<file path="src/rtl/lr3_disp_scan_if.sv">
// Display bus between the LR3 sequential-logic block (producer) and the 7-segment scanner.
interface lr3_disp_scan_if;
  logic [31:0] DISP_SEQ;
  logic [7:0]  DISP_OFF;
  logic [7:0]  DISP_DP;
  logic [7:0]  AN;
  logic [6:0]  SEG;
  logic        DP;
  logic        FRAME;

  modport master (
    output DISP_SEQ, DISP_OFF, DISP_DP,
    input  AN, SEG, DP, FRAME
  );

  modport slave (
    input  DISP_SEQ, DISP_OFF, DISP_DP,
    output AN, SEG, DP, FRAME
  );
endinterface

</file>
<file path="src/rtl/lr3_disp_scan.sv">
// 8-digit common-anode 7-segment scanner; inputs snapshotted once per frame, outputs registered
// (1-cycle lag behind the slot counter); free-running, no backpressure.
module lr3_disp_scan #(
  parameter int DIV       = 50000,
  parameter int BLANK_CYC = 2000
) (
  input  logic           CLK,
  input  logic           RST,
  lr3_disp_scan_if.slave bus
);
  localparam int CW = $clog2(DIV);

  logic [CW-1:0] cnt;
  logic [2:0]    dig;
  logic [31:0]   snap_seq;
  logic [7:0]    snap_off;
  logic [7:0]    snap_dp;
  logic [7:0]    an_q;
  logic [6:0]    seg_q;
  logic          dp_q;
  logic          frame_q;

  logic          slot_end;
  logic          snap_ld;
  logic          lit;
  logic [7:0]    an_nxt;
  logic [6:0]    seg_nxt;
  logic          dp_nxt;

  function automatic logic [6:0] hex7(input logic [3:0] h);
    case (h)
      4'h0: hex7 = 7'h40;
      4'h1: hex7 = 7'h79;
      4'h2: hex7 = 7'h24;
      4'h3: hex7 = 7'h30;
      4'h4: hex7 = 7'h19;
      4'h5: hex7 = 7'h12;
      4'h6: hex7 = 7'h02;
      4'h7: hex7 = 7'h78;
      4'h8: hex7 = 7'h00;
      4'h9: hex7 = 7'h10;
      4'hA: hex7 = 7'h08;
      4'hB: hex7 = 7'h03;
      4'hC: hex7 = 7'h46;
      4'hD: hex7 = 7'h21;
      4'hE: hex7 = 7'h06;
      default: hex7 = 7'h0E;
    endcase
  endfunction

  assign slot_end = (cnt == CW'(DIV - 1));
  // Snapshot lands in the blank part of digit 0, so no lit digit ever sees a half update.
  assign snap_ld  = (cnt == '0) && (dig == 3'd0);

  always_comb begin
    lit     = (cnt >= CW'(BLANK_CYC)) && !snap_off[dig];
    an_nxt  = 8'hFF;
    seg_nxt = 7'h7F;
    dp_nxt  = 1'b1;
    if (lit) begin
      an_nxt  = ~(8'd1 << dig);
      seg_nxt = hex7(snap_seq[{dig, 2'b00} +: 4]);
      dp_nxt  = ~snap_dp[dig];
    end
  end

  always_ff @(posedge CLK or posedge RST) begin
    if (RST) begin
      cnt      <= '0;
      dig      <= 3'd0;
      snap_seq <= 32'h0;
      snap_off <= 8'hFF;
      snap_dp  <= 8'h00;
      an_q     <= 8'hFF;
      seg_q    <= 7'h7F;
      dp_q     <= 1'b1;
      frame_q  <= 1'b0;
    end else begin
      cnt <= slot_end ? '0 : cnt + CW'(1);
      if (slot_end) begin
        dig <= dig + 3'd1;
      end
      if (snap_ld) begin
        snap_seq <= bus.DISP_SEQ;
        snap_off <= bus.DISP_OFF;
        snap_dp  <= bus.DISP_DP;
      end
      frame_q <= snap_ld;
      an_q    <= an_nxt;
      seg_q   <= seg_nxt;
      dp_q    <= dp_nxt;
    end
  end

  assign bus.AN    = an_q;
  assign bus.SEG   = seg_q;
  assign bus.DP    = dp_q;
  assign bus.FRAME = frame_q;
endmodule

</file>
<file path="src/flat_wrapper.sv">
// flat-port wrapper written by rule: the top's interface ports become plain ports
module lr3_disp_scan_flat 
#(
  parameter int DIV       = 50000,
  parameter int BLANK_CYC = 2000
)
  (CLK, RST, bus_DISP_SEQ, bus_DISP_OFF, bus_DISP_DP, bus_AN, bus_SEG, bus_DP, bus_FRAME);
  lr3_disp_scan_if bus_i ();
  input  logic CLK;
  input  logic RST;
  input wire logic [$bits(bus_i.DISP_SEQ)-1:0] bus_DISP_SEQ;
  input wire logic [$bits(bus_i.DISP_OFF)-1:0] bus_DISP_OFF;
  input wire logic [$bits(bus_i.DISP_DP)-1:0] bus_DISP_DP;
  output wire logic [$bits(bus_i.AN)-1:0] bus_AN;
  output wire logic [$bits(bus_i.SEG)-1:0] bus_SEG;
  output wire logic [$bits(bus_i.DP)-1:0] bus_DP;
  output wire logic [$bits(bus_i.FRAME)-1:0] bus_FRAME;
  assign bus_i.DISP_SEQ = bus_DISP_SEQ;
  assign bus_i.DISP_OFF = bus_DISP_OFF;
  assign bus_i.DISP_DP = bus_DISP_DP;
  assign bus_AN = bus_i.AN;
  assign bus_SEG = bus_i.SEG;
  assign bus_DP = bus_i.DP;
  assign bus_FRAME = bus_i.FRAME;
  lr3_disp_scan #(.DIV(DIV), .BLANK_CYC(BLANK_CYC)) u_core (.CLK(CLK), .RST(RST), .bus(bus_i));
endmodule
</file>
<file path="config.mk">
export PLATFORM = sky130hd
export DESIGN_NAME = lr3_disp_scan_flat
export DESIGN_NICKNAME = d
export VERILOG_FILES = /design/src/rtl/lr3_disp_scan_if.sv /design/src/rtl/lr3_disp_scan.sv /design/src/flat_wrapper.sv
export SDC_FILE = /design/constraint.sdc
export NUM_CORES = 1
export LEC_CHECK = 0
export ABC_AREA = 1
export BUFFER_PORTS_ARGS = -buffer_cell sky130_fd_sc_hd__clkbuf_2
export CORE_ASPECT_RATIO = 1.75
export CORE_MARGIN = 5
export CORE_UTILIZATION = 27
export CTS_CLUSTER_DIAMETER = 100
export CTS_CLUSTER_SIZE = 24
export DETAILED_ROUTE_END_ITERATION = 16
export GPL_TIMING_DRIVEN = 0
export PLACE_DENSITY_LB_ADDON = 0.08
export SLEW_MARGIN = 20
export SYNTH_ARGS = -nofsm -noshare
export SYNTH_HDL_FRONTEND = slang
export SYNTH_SLANG_ARGS = --single-unit
</file>
<file path="constraint.sdc">
create_clock -name CLK -period 6.3 [get_ports CLK]
set_input_delay 0.315 -clock CLK [delete_from_list [all_inputs] [get_ports CLK]]
set_output_delay 0.315 -clock CLK [all_outputs]
set_load 0.03 [all_outputs]
</file>
==> results of run 1 <==
==> state kept, by name, indices dropped and copies added, names as in the netlist <==
register	cells
u_core.bus.SEG	7
u_core.bus.DP	1
u_core.snap_off	8
u_core.bus.AN	8
u_core.dig	3
u_core.snap_seq	32
u_core.cnt	16
u_core.bus.FRAME	1
u_core.snap_dp	8
==> routing by layer <==
metal  up-vias  wire [µm]  track usage [%]  share of wire [%]
li1       1821          -                -                  -
met1      1687       4750             14.1                 38
met2        74       6750             26.4                 55
met3        22        439             2.59                3.6
met4         0        393             6.24                3.2
met5         -          0                0                  0
==> where the power goes <==
| part | leakage, nW | total (W) | internal [W] | switching (W) |
|---|---|---|---|---|
| clock | 0.150 | 0.000569 | 0.000347 | 0.000223 |
| combinational | 1.44 | 0.0000705 | 0.0000280 | 0.0000425 |
| sequential | 0.984 | 0.000563 | 0.000557 | 0.00000511 |
| total | 2.58 | 0.00120 | 0.000932 | 0.000270 |
==> how the worst max path moves through the flow <==
stage	endpoint	cells past startpoint	start	slack [ps]
floorplan	u_core.bus.FRAME$_DFF_PP0_	1	RST	3860
global placement	u_core.cnt[5]$_DFF_PP0_	2	RST	2630
detailed placement	u_core.snap_seq[31]$_DFFE_PP0P_	9	u_core.dig[1]$_DFFE_PP0N_	3810
CTS	u_core.snap_seq[31]$_DFFE_PP0P_	9	u_core.dig[1]$_DFFE_PP0N_	3790
global route	u_core.snap_seq[31]$_DFFE_PP0P_	9	u_core.dig[1]$_DFFE_PP0N_	3680
finish	u_core.snap_seq[31]$_DFFE_PP0P_	9	u_core.dig[1]$_DFFE_PP0N_	3910
==> cell families (layout without fill, tap and decap cells) <==
logic type / count (synthesis) / in the layout
and+or+nand+nor: 273 / 273
buffers and inverters: 90 / 173
DFF: 84 / 84
AOI/OAI and AO/OA: 63 / 63
adders and majority gates: 13 / 13
xor gates and xnor gates: 3 / 3
==> synth_stat cells, types with 3 or more instances <==
| cell | instances | area share [%] |
|---|---|---|
| o21ai_0 | 34 | 4.0 |
| nand2_2 | 3 | 0.44 |
| nand3_1 | 54 | 6.3 |
| buf_6 | 4 | 1.0 |
| nor3_1 | 4 | 0.47 |
| dfrtp_1 | 60 | 35 |
| buf_4 | 5 | 0.87 |
| o211ai_1 | 5 | 0.87 |
| nand2_1 | 170 | 15 |
| dfstp_2 | 24 | 15 |
| inv_2 | 5 | 0.44 |
| xor2_1 | 3 | 0.61 |
| nand4_1 | 5 | 0.73 |
| buf_8 | 3 | 1.0 |
| o21ai_2 | 13 | 2.7 |
| inv_1 | 66 | 5.8 |
| ha_1 | 13 | 3.8 |
| a21oi_1 | 8 | 0.93 |
| nor2_1 | 27 | 2.4 |
| buf_2 | 4 | 0.47 |
==> stage by stage <==
step / hold WS, ps / util (%)
6_report: 26.5 / 32.9
5_1_grt: 92.6 / 32.9
4_1_cts: 58.0 / 32.9
3_5_place_dp: 434 / 30.9
3_3_place_gp: 457 / 30.8
2_1_floorplan: 405 / -
==> area by class of cell <==
cell class	count	area, µm²	share of cell area [%]
flip-flops and latches	84	2130	41.1
multi-input cells	352	1730	33.4
repair buffers	67	350	6.75
inverters	71	269	5.18
well taps	189	236	4.55
clock buffers	11	233	4.48
plain buffers	19	160	3.08
clock inverters	5	77.6	1.49
==> critical path, stage by stage, from the launching register on <==
cell	delay (ps)
dfrtp_1	470
inv_1	180
buf_2	310
ha_1	280
nand3_1	90
nor2_1	140
nand3_2	140
inv_2	110
clkbuf_1	380
o21ai_0	150
==> key figures, run 1 <==
Synth
  – Synth Area in Adders: 3.79%
  – Average cell area after synthesis: 8.16 µm²
  – Syn_nets: 589
  – Complex-gate fraction of the synthesized area: 8.95%
  – Post-synthesis mux area share: 0%
  – Yosys warns: 0
  – Register area share after synthesis: 49.7%
  – Ys async rst share: 100%
  – Synthesis-stage register bit count: 84
  – Netlist cell types: 31
  – Largest family of logic cells by synthesized area: simple AND/OR/NAND/NOR gates
  – Synth Area in Simple Gates: 27.0%
  – Ys flop type: dfrtp_1
  – Post-Synth XOR/XNOR Area: 0.612%
  – Mapped cell area: 0.00429 mm²
  – Post-synth EDFFs: 0
  – Gate Count Post-Synth: 526

Die
  – # rows: 61
  – Die H: 177 µm
  – Die Span X: 105 µm
  – Core area: 0.0158 mm²
  – DIE AREA: 0.0186 mm²
  – Top-level I/O count: 67
  – Initial Util: 27.2%

Routing
  – Routed vias/inst: 4.52
  – Routed WL per cell: 15.5 µm
  – DR vias: 3604
  – Initial drt markers: 136
  – First-pass detailed-route iteration total: 6
  – Total routed wirelength: 12300 µm
  – DRC Markers: 0
  – Post-DRT Antenna Nets: 0

Job
  – Max Cap Viol: 0

Critical path
  – R2r startpoint: u_core.dig[1]$_DFFE_PP0N_
  – Worst Setup Start Kind: flop
  – CP arrival: 2600 ps
  – Reg2Reg Depth: 9
  – Worst R2R End: u_core.snap_seq[31]$_DFFE_PP0P_
  – Kind of critical path: flop to flop
  – Worst reg2reg setup slack: 3910 ps
  – Worst EP required: 6510 ps
  – Crit Path Max Fanout: 11
  – Critical Path Sink Type: flop

Layout
  – Synthesis-to-layout area growth: 21.0%
  – Most frequent cells in the layout: nand2_1 (170), clkbuf_2 (67), inv_1 (65)
  – Antenna cells: 0
  – Most common cell after layout, fill and taps aside: nand2_1
  – Final cell count without fillers: 798
  – Share of cells above drive strength 1: 24.8%
  – Fin nets: 667
  – Final Cell Area: 0.00519 mm²
  – Fillers: 1694

Clock tree
  – Clock Pin Slew Worst Setup and Hold Paths: 70 ps
  – CTS tree: yes
  – Root Driver: clkbuf_16
  – Clock latency on the worst-skew pair: 340 ps
  – Maximum clock insertion buffer count: 2
  – Cts bufs inserted: 9
  – Clock net sink count: 84
  – CTS resizes: 0
  – Post-CTS Setup Bufs: 0
  – H-tree Lvls: 3
  – Hold Buf Count CTS: 0

Place
  – Setup WS pre-CTS: 3810 ps
  – Port Buffer Count: 66
  – GPL Wtd Cong: 0.839
  – Placed insts: 782
  – Hpwl dp: 9400 µm
  – Dpl cell area: 0.00488 mm²

STA
  – Tmin final: 2390 ps
  – Worst slew margin relative to its limit: 59.8%
  – Fmax: 0.419 GHz
  – Unrepaired setup endpoints after global routing: no
  – Total negative slack: 0 ps
  – Final Max Slew Viols: 0
  – Tightest Pin Transition: 602 ps
  – Final Skew: 11.8 ps
  – # setup viols final: 0
  – Fin crit share: 37.9%
  – Final worst setup slack: 3910 ps
  – Final hold viol count: 0

Pwr
  – Tot Pwr: 0.00120 W
  – Worst vdd ir: 114 µV
  – Lkg Pwr: 2.58 nW
  – Power per cell area: 232 mW/mm²

GRT
  – Number of global-route vias before repair: 3909
  – Largest net degree at the start of global routing: 47
  – First-pass GRT wire length: 19700 µm
  – Tot GR Track Use: 13.7%
  – Antenna violations before repair: 0
  – Overflow after GRT: 0

Hold path
  – Class of the worst hold path: input pin to async pin

Outcome
  – Status: finished clean
Note: power is estimated with default switching activity, not from simulation.
==> run 2: changes to the inputs <==
--- a/config.mk
+++ b/config.mk
@@ -5,7 +5,7 @@
 export SDC_FILE = /design/constraint.sdc
 export NUM_CORES = 1
 export LEC_CHECK = 0
-export ABC_AREA = 1
+export ABC_AREA = 0
 export BUFFER_PORTS_ARGS = -buffer_cell sky130_fd_sc_hd__clkbuf_2
 export CORE_ASPECT_RATIO = 1.75
 export CORE_MARGIN = 5
==> constraint.sdc (replaced) <==
create_clock -name CLK -period 2.3 [get_ports CLK]
set_input_delay 0.115 -clock CLK [delete_from_list [all_inputs] [get_ports CLK]]
set_output_delay 0.115 -clock CLK [all_outputs]
set_load 0.03 [all_outputs]
==> key figures, run 2 <==
Place
  – GPL Wtd Cong: 0.743 (was 0.839)
  – Hpwl dp: 7040 µm (was 9400 µm)
  – Port Buffer Count: 66 (unchanged)

Pwr
  – Power Internal: 0.00262 W (was 0.000932 W)
  – Sw Share: 20.9% (was 22.5%)
  – Lkg Pwr: 2.22 nW (was 2.58 nW)
  – Share of total power in the clock network: 47.2% (was 47.3%)
  – Part of the power in registers: 46.6% (was 46.8%)
  – Tot Pwr: 0.00332 W (was 0.00120 W)
  – P_sw: 0.000695 W (was 0.000270 W)
  – Worst vdd ir: 376 µV (was 114 µV)
  – Combinational power share: 6.2% (was 5.9%)
  – Power per cell area: 641 mW/mm² (was 232 mW/mm²)

Critical path
  – Slowest CP cell: mux4_2 (was dfrtp_1)
  – Kind of critical path: flop to flop (unchanged)
  – CP arrival: 2400 ps (was 2600 ps)
  – WP buf/inv: 3 (was 4)
  – Max incr delay on CP: 510 ps (was 470 ps)
  – Worst Setup Start Kind: flop (unchanged)
  – Critical Path Sink Type: flop (unchanged)
  – Worst EP required: 2530 ps (was 6510 ps)
  – Cells along the critical path: buf_12 -> buf_4 -> mux4_2 -> nand2_1 -> o311a_1 -> buf_4 -> o221ai_1 (was inv_1 -> buf_2 -> ha_1 -> nand3_1 -> nor2_1 -> nand3_2 -> inv_2 -> clkbuf_1 -> o21ai_0)
  – Reg2Reg Depth: 7 (was 9)
  – R2r startpoint: u_core.dig[0]$_DFFE_PP0N_ (was u_core.dig[1]$_DFFE_PP0N_)
  – Cell mode on critical path: buf_4
  – Worst path top cell family by delay: buffers and inverters (unchanged)
  – Worst R2R End: u_core.bus.SEG[5]$_DFF_PP1_ (was u_core.snap_seq[31]$_DFFE_PP0P_)
  – Worst reg2reg setup slack: 130 ps (was 3910 ps)
  – Crit Path Max Fanout: 10 (was 11)

STA
  – Worst slew margin relative to its limit: 68.2% (was 59.8%)
  – Fin crit share: 94.4% (was 37.9%)
  – # setup viols final: 0 (unchanged)
  – Fmax: 0.460 GHz (was 0.419 GHz)
  – Tmin final: 2170 ps (was 2390 ps)
  – Final hold viol count: 0 (unchanged)
  – Final Max Slew Viols: 0 (unchanged)
  – Final hold slack: 7.80 ps (was 26.5 ps)
  – Unrepaired setup endpoints after global routing: no (unchanged)
  – Tightest Pin Transition: 472 ps (was 602 ps)
  – Total negative slack: 0 ps (unchanged)
  – Final Skew: 6.19 ps (was 11.8 ps)

GRT
  – Antenna violations before repair: 0 (unchanged)
  – Number of global-route vias before repair: 2946 (was 3909)
  – First-pass GRT wire length: 15400 µm (was 19700 µm)
  – Tot GR Track Use: 11.7% (was 13.7%)
  – Largest net degree at the start of global routing: 52 (was 47)
  – Overflow after GRT: 0 (unchanged)

Synth
  – Mapped cell area: 0.00396 mm² (was 0.00429 mm²)
  – Gate Count Post-Synth: 303 (was 526)
  – Ys flop type: dfrtp_1 (unchanged)
  – Post-synth top area share: 37.9% (was 35.0%)
  – Ys async rst share: 100% (unchanged)
  – Post-synth EDFFs: 0 (unchanged)
  – Post-synth top cells: dfrtp_1 (60), mux2_2 (31), nand2_1 (25) (was nand2_1 (170), inv_1 (66), dfrtp_1 (60))
  – Syn_nets: 366 (was 589)
  – Ranking of synthesized cells by area: dfrtp_1 (38%), dfstp_2 (16%), mux2_2 (8.8%) (was dfrtp_1 (35%), nand2_1 (15%), dfstp_2 (15%))
  – Most frequent cell after synthesis: dfrtp_1 (was nand2_1)
  – Synthesis-stage register bit count: 84 (unchanged)
  – Yosys warns: 0 (unchanged)
  – Netlist cell types: 40 (was 31)
  – Synth area leader: dfrtp_1 (unchanged)
  – Average cell area after synthesis: 13.1 µm² (was 8.16 µm²)
  – Register area share after synthesis: 53.8% (was 49.7%)

Layout
  – Register area: 0.00213 mm² (unchanged)
  – Fillers: 1475 (was 1694)
  – Fin nets: 469 (was 667)
  – Regs by FF count: u_core.snap_seq: 32 flops, u_core.cnt: 16 flops (unchanged)
  – Max reg flops: 32 (unchanged)
  – Most flop-heavy register: u_core.snap_seq (unchanged)
  – Most common cell after layout, fill and taps aside: clkbuf_2 (was nand2_1)
  – Most frequent cells in the layout: clkbuf_2 (66), dfrtp_1 (60), mux2_2 (30) (was nand2_1 (170), clkbuf_2 (67), inv_1 (65))
  – Antenna cells: 0 (unchanged)
  – Synthesis-to-layout area growth: 30.6% (was 21.0%)
  – Share of cells above drive strength 1: 42.6% (was 24.8%)
  – Final Util: 36.0% (was 32.9%)
  – Area of the multi-input gates: 0.00170 mm² (was 0.00173 mm²)

Hold path
  – Class of the worst hold path: input pin to flop (was input pin to async pin)
  – WHS Path Cells: 2
  – Hold Crit Start: bus_DISP_SEQ[11]
  – Hold Path End: u_core.snap_seq[11]$_DFFE_PP0P_

Routing
  – DRC Markers: 0 (unchanged)
  – Routed WL per cell: 16.0 µm (was 15.5 µm)
  – Post-DRT Antenna Nets: 0 (unchanged)
  – DR vias: 2668 (was 3604)
  – Total routed wirelength: 9470 µm (was 12300 µm)
  – Initial drt markers: 45 (was 136)
  – First-pass detailed-route iteration total: 4 (was 6)
  – Routed vias/inst: 4.51 (was 4.52)

Clock tree
  – Cts bufs inserted: 9 (unchanged)
  – Clock Pin Slew Worst Setup and Hold Paths: 60 ps (was 70 ps)
  – CTS tree: yes (unchanged)
  – Clock latency on the worst-skew pair: 330 ps (was 340 ps)
  – Root Driver: clkbuf_16 (unchanged)
  – Clock net sink count: 84 (unchanged)
  – H-tree Lvls: 3 (unchanged)
  – Maximum clock insertion buffer count: 2 (unchanged)

Die
  – DIE AREA: 0.0173 mm² (was 0.0186 mm²)
  – Die H: 170 µm (was 177 µm)
  – # rows: 58 (was 61)
  – Top-level I/O count: 67 (unchanged)
  – Die Span X: 102 µm (was 105 µm)
  – Initial Util: 27.6% (was 27.2%)
  – Core area: 0.0144 mm² (was 0.0158 mm²)

Job
  – Max Cap Viol: 0 (unchanged)

Outcome
  – Status: finished clean (unchanged)
-- run 2: layer usage --
metal  wire length (µm)  part of all wire [%]  global-route usage (%)  up-vias
met5                  0                     0                       0        -
met4                192                   2.0                    4.22        0
met3                389                   4.1                    3.08       11
met2               5180                    55                    20.9       58
met1               3710                    39                    13.2     1331
li1                   -                     -                       -     1268
-- run 2: final cells by class --
class,instances,area share [%]
timing repair buffer,93,12.0
multi-input combinational,191,32.9
clock buffer,12,4.76
buffer,13,2.20
clock inverter,4,1.40
tap,180,4.35
inverter,14,1.19
sequential,84,41.2
-- run 2: repair_timing --
item | CTS | global route
resized for setup | 5 | 10
endpoints found under the hold margin | 34 | 0
endpoints found under the setup margin | 53 | 42
hold buffers | 22 | 0
setup buffers | 4 | 0
pin swaps | 1 | 3
-- run 2: cell families (layout without fill, tap and decap cells) --
| kind of cell | after synthesis | after routing | share of synthesized area, % |
|---|---|---|---|
| xor+xnor | 14 | 14 | 3.10 |
| simple gates | 78 | 78 | 9.57 |
| fa+ha+maj | 13 | 13 | 4.11 |
| flops | 84 | 84 | 53.8 |
| mux | 68 | 68 | 22.0 |
| compound gates | 18 | 18 | 3.35 |
| buf+inv | 28 | 136 | 4.11 |
-- run 2: power by group through the flow --
stage,logic (W),clock network [W],registers (W)
2_1_floorplan,0.000104,0,0.00157
3_3_place_gp,0.000171,0,0.00157
3_5_place_dp,0.000180,0,0.00157
4_1_cts,0.000210,0.00162,0.00155
5_1_grt,0.000231,0.00168,0.00155
6_report,0.000205,0.00157,0.00155
-- run 2: per-stage QoR --
stage | std cells | instance area, µm² | setup WS (ps)
floorplan | 303 | 3960 | 59.6
global placement | 549 | 4520 | -1120
detailed placement | 550 | 4550 | -276
CTS | 591 | 5130 | 6.27
global route | 591 | 5170 | 16.2
finish | 591 | 5170 | 128
-- run 2: worst max-delay path by stage --
stage	start	endpoint	slack (ps)	cells past startpoint
2_1_floorplan	RST	u_core.bus.FRAME$_DFF_PP0_	60	1
3_3_place_gp	RST	u_core.snap_seq[15]$_DFFE_PP0P_	-1120	2
3_5_place_dp	u_core.dig[1]$_DFFE_PP0N_	u_core.snap_seq[8]$_DFFE_PP0P_	-280	8
4_1_cts	u_core.dig[1]$_DFFE_PP0N_	u_core.snap_seq[5]$_DFFE_PP0P_	6	8
5_1_grt	u_core.dig[1]$_DFFE_PP0N_	u_core.snap_seq[5]$_DFFE_PP0P_	20	8
6_report	u_core.dig[0]$_DFFE_PP0N_	u_core.bus.SEG[5]$_DFF_PP1_	130	7
==> run 3: changes to the inputs <==
--- a/config.mk
+++ b/config.mk
@@ -6,7 +6,7 @@
 export NUM_CORES = 1
 export LEC_CHECK = 0
 export ABC_AREA = 0
-export BUFFER_PORTS_ARGS = -buffer_cell sky130_fd_sc_hd__clkbuf_2
+export BUFFER_PORTS_ARGS = -buffer_cell sky130_fd_sc_hd__buf_4
 export CORE_ASPECT_RATIO = 1.75
 export CORE_MARGIN = 5
 export CORE_UTILIZATION = 27
@@ -14,7 +14,7 @@
 export CTS_CLUSTER_SIZE = 24
 export DETAILED_ROUTE_END_ITERATION = 16
 export GPL_TIMING_DRIVEN = 0
-export PLACE_DENSITY_LB_ADDON = 0.08
+export PLACE_DENSITY = 0.48
 export SLEW_MARGIN = 20
 export SYNTH_ARGS = -nofsm -noshare
 export SYNTH_HDL_FRONTEND = slang
==> key figures, run 3 (synthesis gave the netlist of run 2 again) <==
STA
  – Fmax: 0.446 GHz (was 0.460 GHz)
  – Final hold slack: 3.63 ps (was 7.80 ps)
  – Unrepaired setup endpoints after global routing: yes (was no)
  – Final Max Slew Viols: 0 (unchanged)
  – Final hold viol count: 0 (unchanged)
  – Fin crit share: 97.5% (was 94.4%)
  – Tmin final: 2240 ps (was 2170 ps)
  – Worst slew margin relative to its limit: 59.2% (was 68.2%)
  – # setup viols final: 0 (unchanged)
  – Total negative slack: 0 ps (unchanged)
  – Final Skew: 7.91 ps (was 6.19 ps)
  – Tightest Pin Transition: 608 ps (was 472 ps)

Clock tree
  – H-tree Lvls: 3 (unchanged)
  – Clock latency on the worst-skew pair: 340 ps (was 330 ps)
  – Maximum clock insertion buffer count: 2 (unchanged)
  – CTS tree: yes (unchanged)
  – Root Driver: clkbuf_16 (unchanged)
  – Clock Pin Slew Worst Setup and Hold Paths: 60 ps (about the same)
  – Clock net sink count: 84 (unchanged)
  – Cts bufs inserted: 9 (unchanged)

Layout
  – Synthesis-to-layout area growth: 35.2% (was 30.6%)
  – Max reg flops: 32 (unchanged)
  – Register area: 0.00213 mm² (about the same)
  – Fin nets: 472 (was 469)
  – Area of the multi-input gates: 0.00169 mm² (was 0.00170 mm²)
  – Share of cells above drive strength 1: 42.0% (was 42.6%)
  – Antenna cells: 0 (unchanged)
  – Most common cell after layout, fill and taps aside: buf_4 (was clkbuf_2)
  – Most frequent cells in the layout: buf_4 (74), dfrtp_1 (59), mux2_2 (30) (was clkbuf_2 (66), dfrtp_1 (60), mux2_2 (30))
  – Regs by FF count: u_core.snap_seq: 32 flops, u_core.cnt: 16 flops (unchanged)
  – Most flop-heavy register: u_core.snap_seq (unchanged)
  – Fillers: 1455 (was 1475)

Critical path
  – R2r startpoint: u_core.dig[0]$_DFFE_PP0N_ (unchanged)
  – Worst EP required: 2570 ps (was 2530 ps)
  – Worst Setup Start Kind: flop (unchanged)
  – Critical Path Sink Type: flop (unchanged)
  – Kind of critical path: flop to flop (unchanged)
  – Setup crit start: u_core.dig[0]$_DFFE_PP0N_ (unchanged)
  – Worst reg2reg setup slack: 60 ps (was 130 ps)
  – Crit Path Max Fanout: 9 (was 10)
  – Worst R2R End: u_core.bus.SEG[3]$_DFF_PP1_ (was u_core.bus.SEG[5]$_DFF_PP1_)
  – Reg2Reg Depth: 8 (was 7)
  – CP arrival: 2510 ps (was 2400 ps)

GRT
  – Number of global-route vias before repair: 2913 (was 2946)
  – Largest net degree at the start of global routing: 59 (was 52)
  – First-pass GRT wire length: 14700 µm (was 15400 µm)
  – Overflow after GRT: 0 (unchanged)
  – Tot GR Track Use: 11.1% (was 11.7%)
  – Antenna violations before repair: 0 (unchanged)

Pwr
  – Power Internal: 0.00265 W (was 0.00262 W)
  – Sw Share: 20.7% (was 20.9%)
  – Lkg Pwr: 2.26 nW (was 2.22 nW)
  – P_sw: 0.000693 W (was 0.000695 W)
  – Combinational power share: 6.9% (was 6.2%)
  – Share of total power in the clock network: 46.8% (was 47.2%)
  – Power per cell area: 625 mW/mm² (was 641 mW/mm²)
  – Part of the power in registers: 46.2% (was 46.6%)
  – Worst vdd ir: 381 µV (was 376 µV)

Die
  – Die Span X: 102 µm (unchanged)
  – Top-level I/O count: 67 (unchanged)
  – Core area: 0.0144 mm² (unchanged)
  – Initial Util: 27.6% (unchanged)
  – Die H: 170 µm (unchanged)
  – # rows: 58 (unchanged)
  – DIE AREA: 0.0173 mm² (unchanged)

Place
  – Port Buffer Count: 66 (unchanged)
  – Hpwl dp: 6740 µm (was 7040 µm)
  – GPL Wtd Cong: 0.808 (was 0.743)

Outcome
  – Status: finished clean (unchanged)

Routing
  – Total routed wirelength: 9010 µm (was 9470 µm)
  – Initial drt markers: 89 (was 45)
  – DR vias: 2706 (was 2668)
  – DRC Markers: 0 (unchanged)
  – Routed vias/inst: 4.56 (was 4.51)
  – First-pass detailed-route iteration total: 4 (unchanged)
  – Post-DRT Antenna Nets: 0 (unchanged)
  – Routed WL per cell: 15.2 µm (was 16.0 µm)

Hold path
  – Hold Crit Start: bus_DISP_DP[1] (was bus_DISP_SEQ[11])
  – Hold Path End: u_core.snap_dp[1]$_DFFE_PP0P_ (was u_core.snap_seq[11]$_DFFE_PP0P_)
  – Class of the worst hold path: input pin to flop (unchanged)
  – WHS Path Cells: 2 (unchanged)

Job
  – Max Cap Viol: 0 (unchanged)
[run 3: repair_timing]
| item | CTS | global route |
|---|---|---|
| setup buffers | 4 | 1 |
| endpoints found under the setup margin | 48 | 42 |
| pin swaps | 1 | 2 |
| gates resized for setup | 4 | 7 |
| hold endpoints to repair | 36 | 5 |
| hold buffers | 19 | 5 |
[run 3: through the flow]
| step | utilization, % | instances | setup WS [ps] | area, µm² | total power [W] |
|---|---|---|---|---|---|
| after global routing | 37.3 | 594 | -33.3 | 5360 | 0.00348 |
| after floorplan | - | 303 | 59.6 | 3960 | 0.00167 |
| after CTS | 36.7 | 588 | 32.9 | 5270 | 0.00339 |
| final | 37.3 | 594 | 58.6 | 5360 | 0.00335 |
| after detailed placement | 32.8 | 550 | -207 | 4710 | 0.00178 |
| after global placement | 32.6 | 549 | -966 | 4680 | 0.00176 |
[run 3: area by class of cell]
| class | instances | share of cell area (%) |
|---|---|---|
| Buffer | 13 | 2.13 |
| Clock inverter | 5 | 1.57 |
| Clock buffer | 11 | 4.53 |
| Timing Repair Buffer | 96 | 15.2 |
| Inverter | 14 | 1.03 |
| Multi-Input combinational cell | 191 | 31.5 |
| Tap cell | 180 | 4.20 |
| Sequential cell | 84 | 39.8 |
[run 3: worst max-delay path, cell delays in order (launching register included)]
cell      delay, ps
dfrtp_1         400
buf_12          150
mux4_2          500
mux2_4          330
inv_1           110
ha_1            250
nor3_1          210
a211oi_1         80
o21ai_1         140
[run 3: worst max path at each step]
stage,end,slack (ps)
after global placement,u_core.snap_seq[20]$_DFFE_PP0P_,-970
after CTS,u_core.bus.SEG[3]$_DFF_PP1_,30
after global routing,u_core.bus.SEG[3]$_DFF_PP1_,-30
final,u_core.bus.SEG[3]$_DFF_PP1_,60
after detailed placement,u_core.snap_dp[5]$_DFFE_PP0P_,-210
after floorplan,u_core.bus.FRAME$_DFF_PP0_,60
[run 3: layer usage]
layer  global-route usage (%)  part of all wire [%]  vias up
met4                     4.63                   2.4        0
met2                     19.7                    54       52
met3                     2.67                   3.8       12
li1                         -                     -     1281
met5                        0                     0        -
met1                     12.6                    40     1361
[run 3: power by group through the flow]
stage | clock network [W] | logic [W] | registers, W
floorplan | 0 | 0.000104 | 0.00157
global placement | 0 | 0.000190 | 0.00157
detailed placement | 0 | 0.000203 | 0.00157
CTS | 0.00162 | 0.000229 | 0.00155
global route | 0.00167 | 0.000257 | 0.00155
finish | 0.00157 | 0.000232 | 0.00155
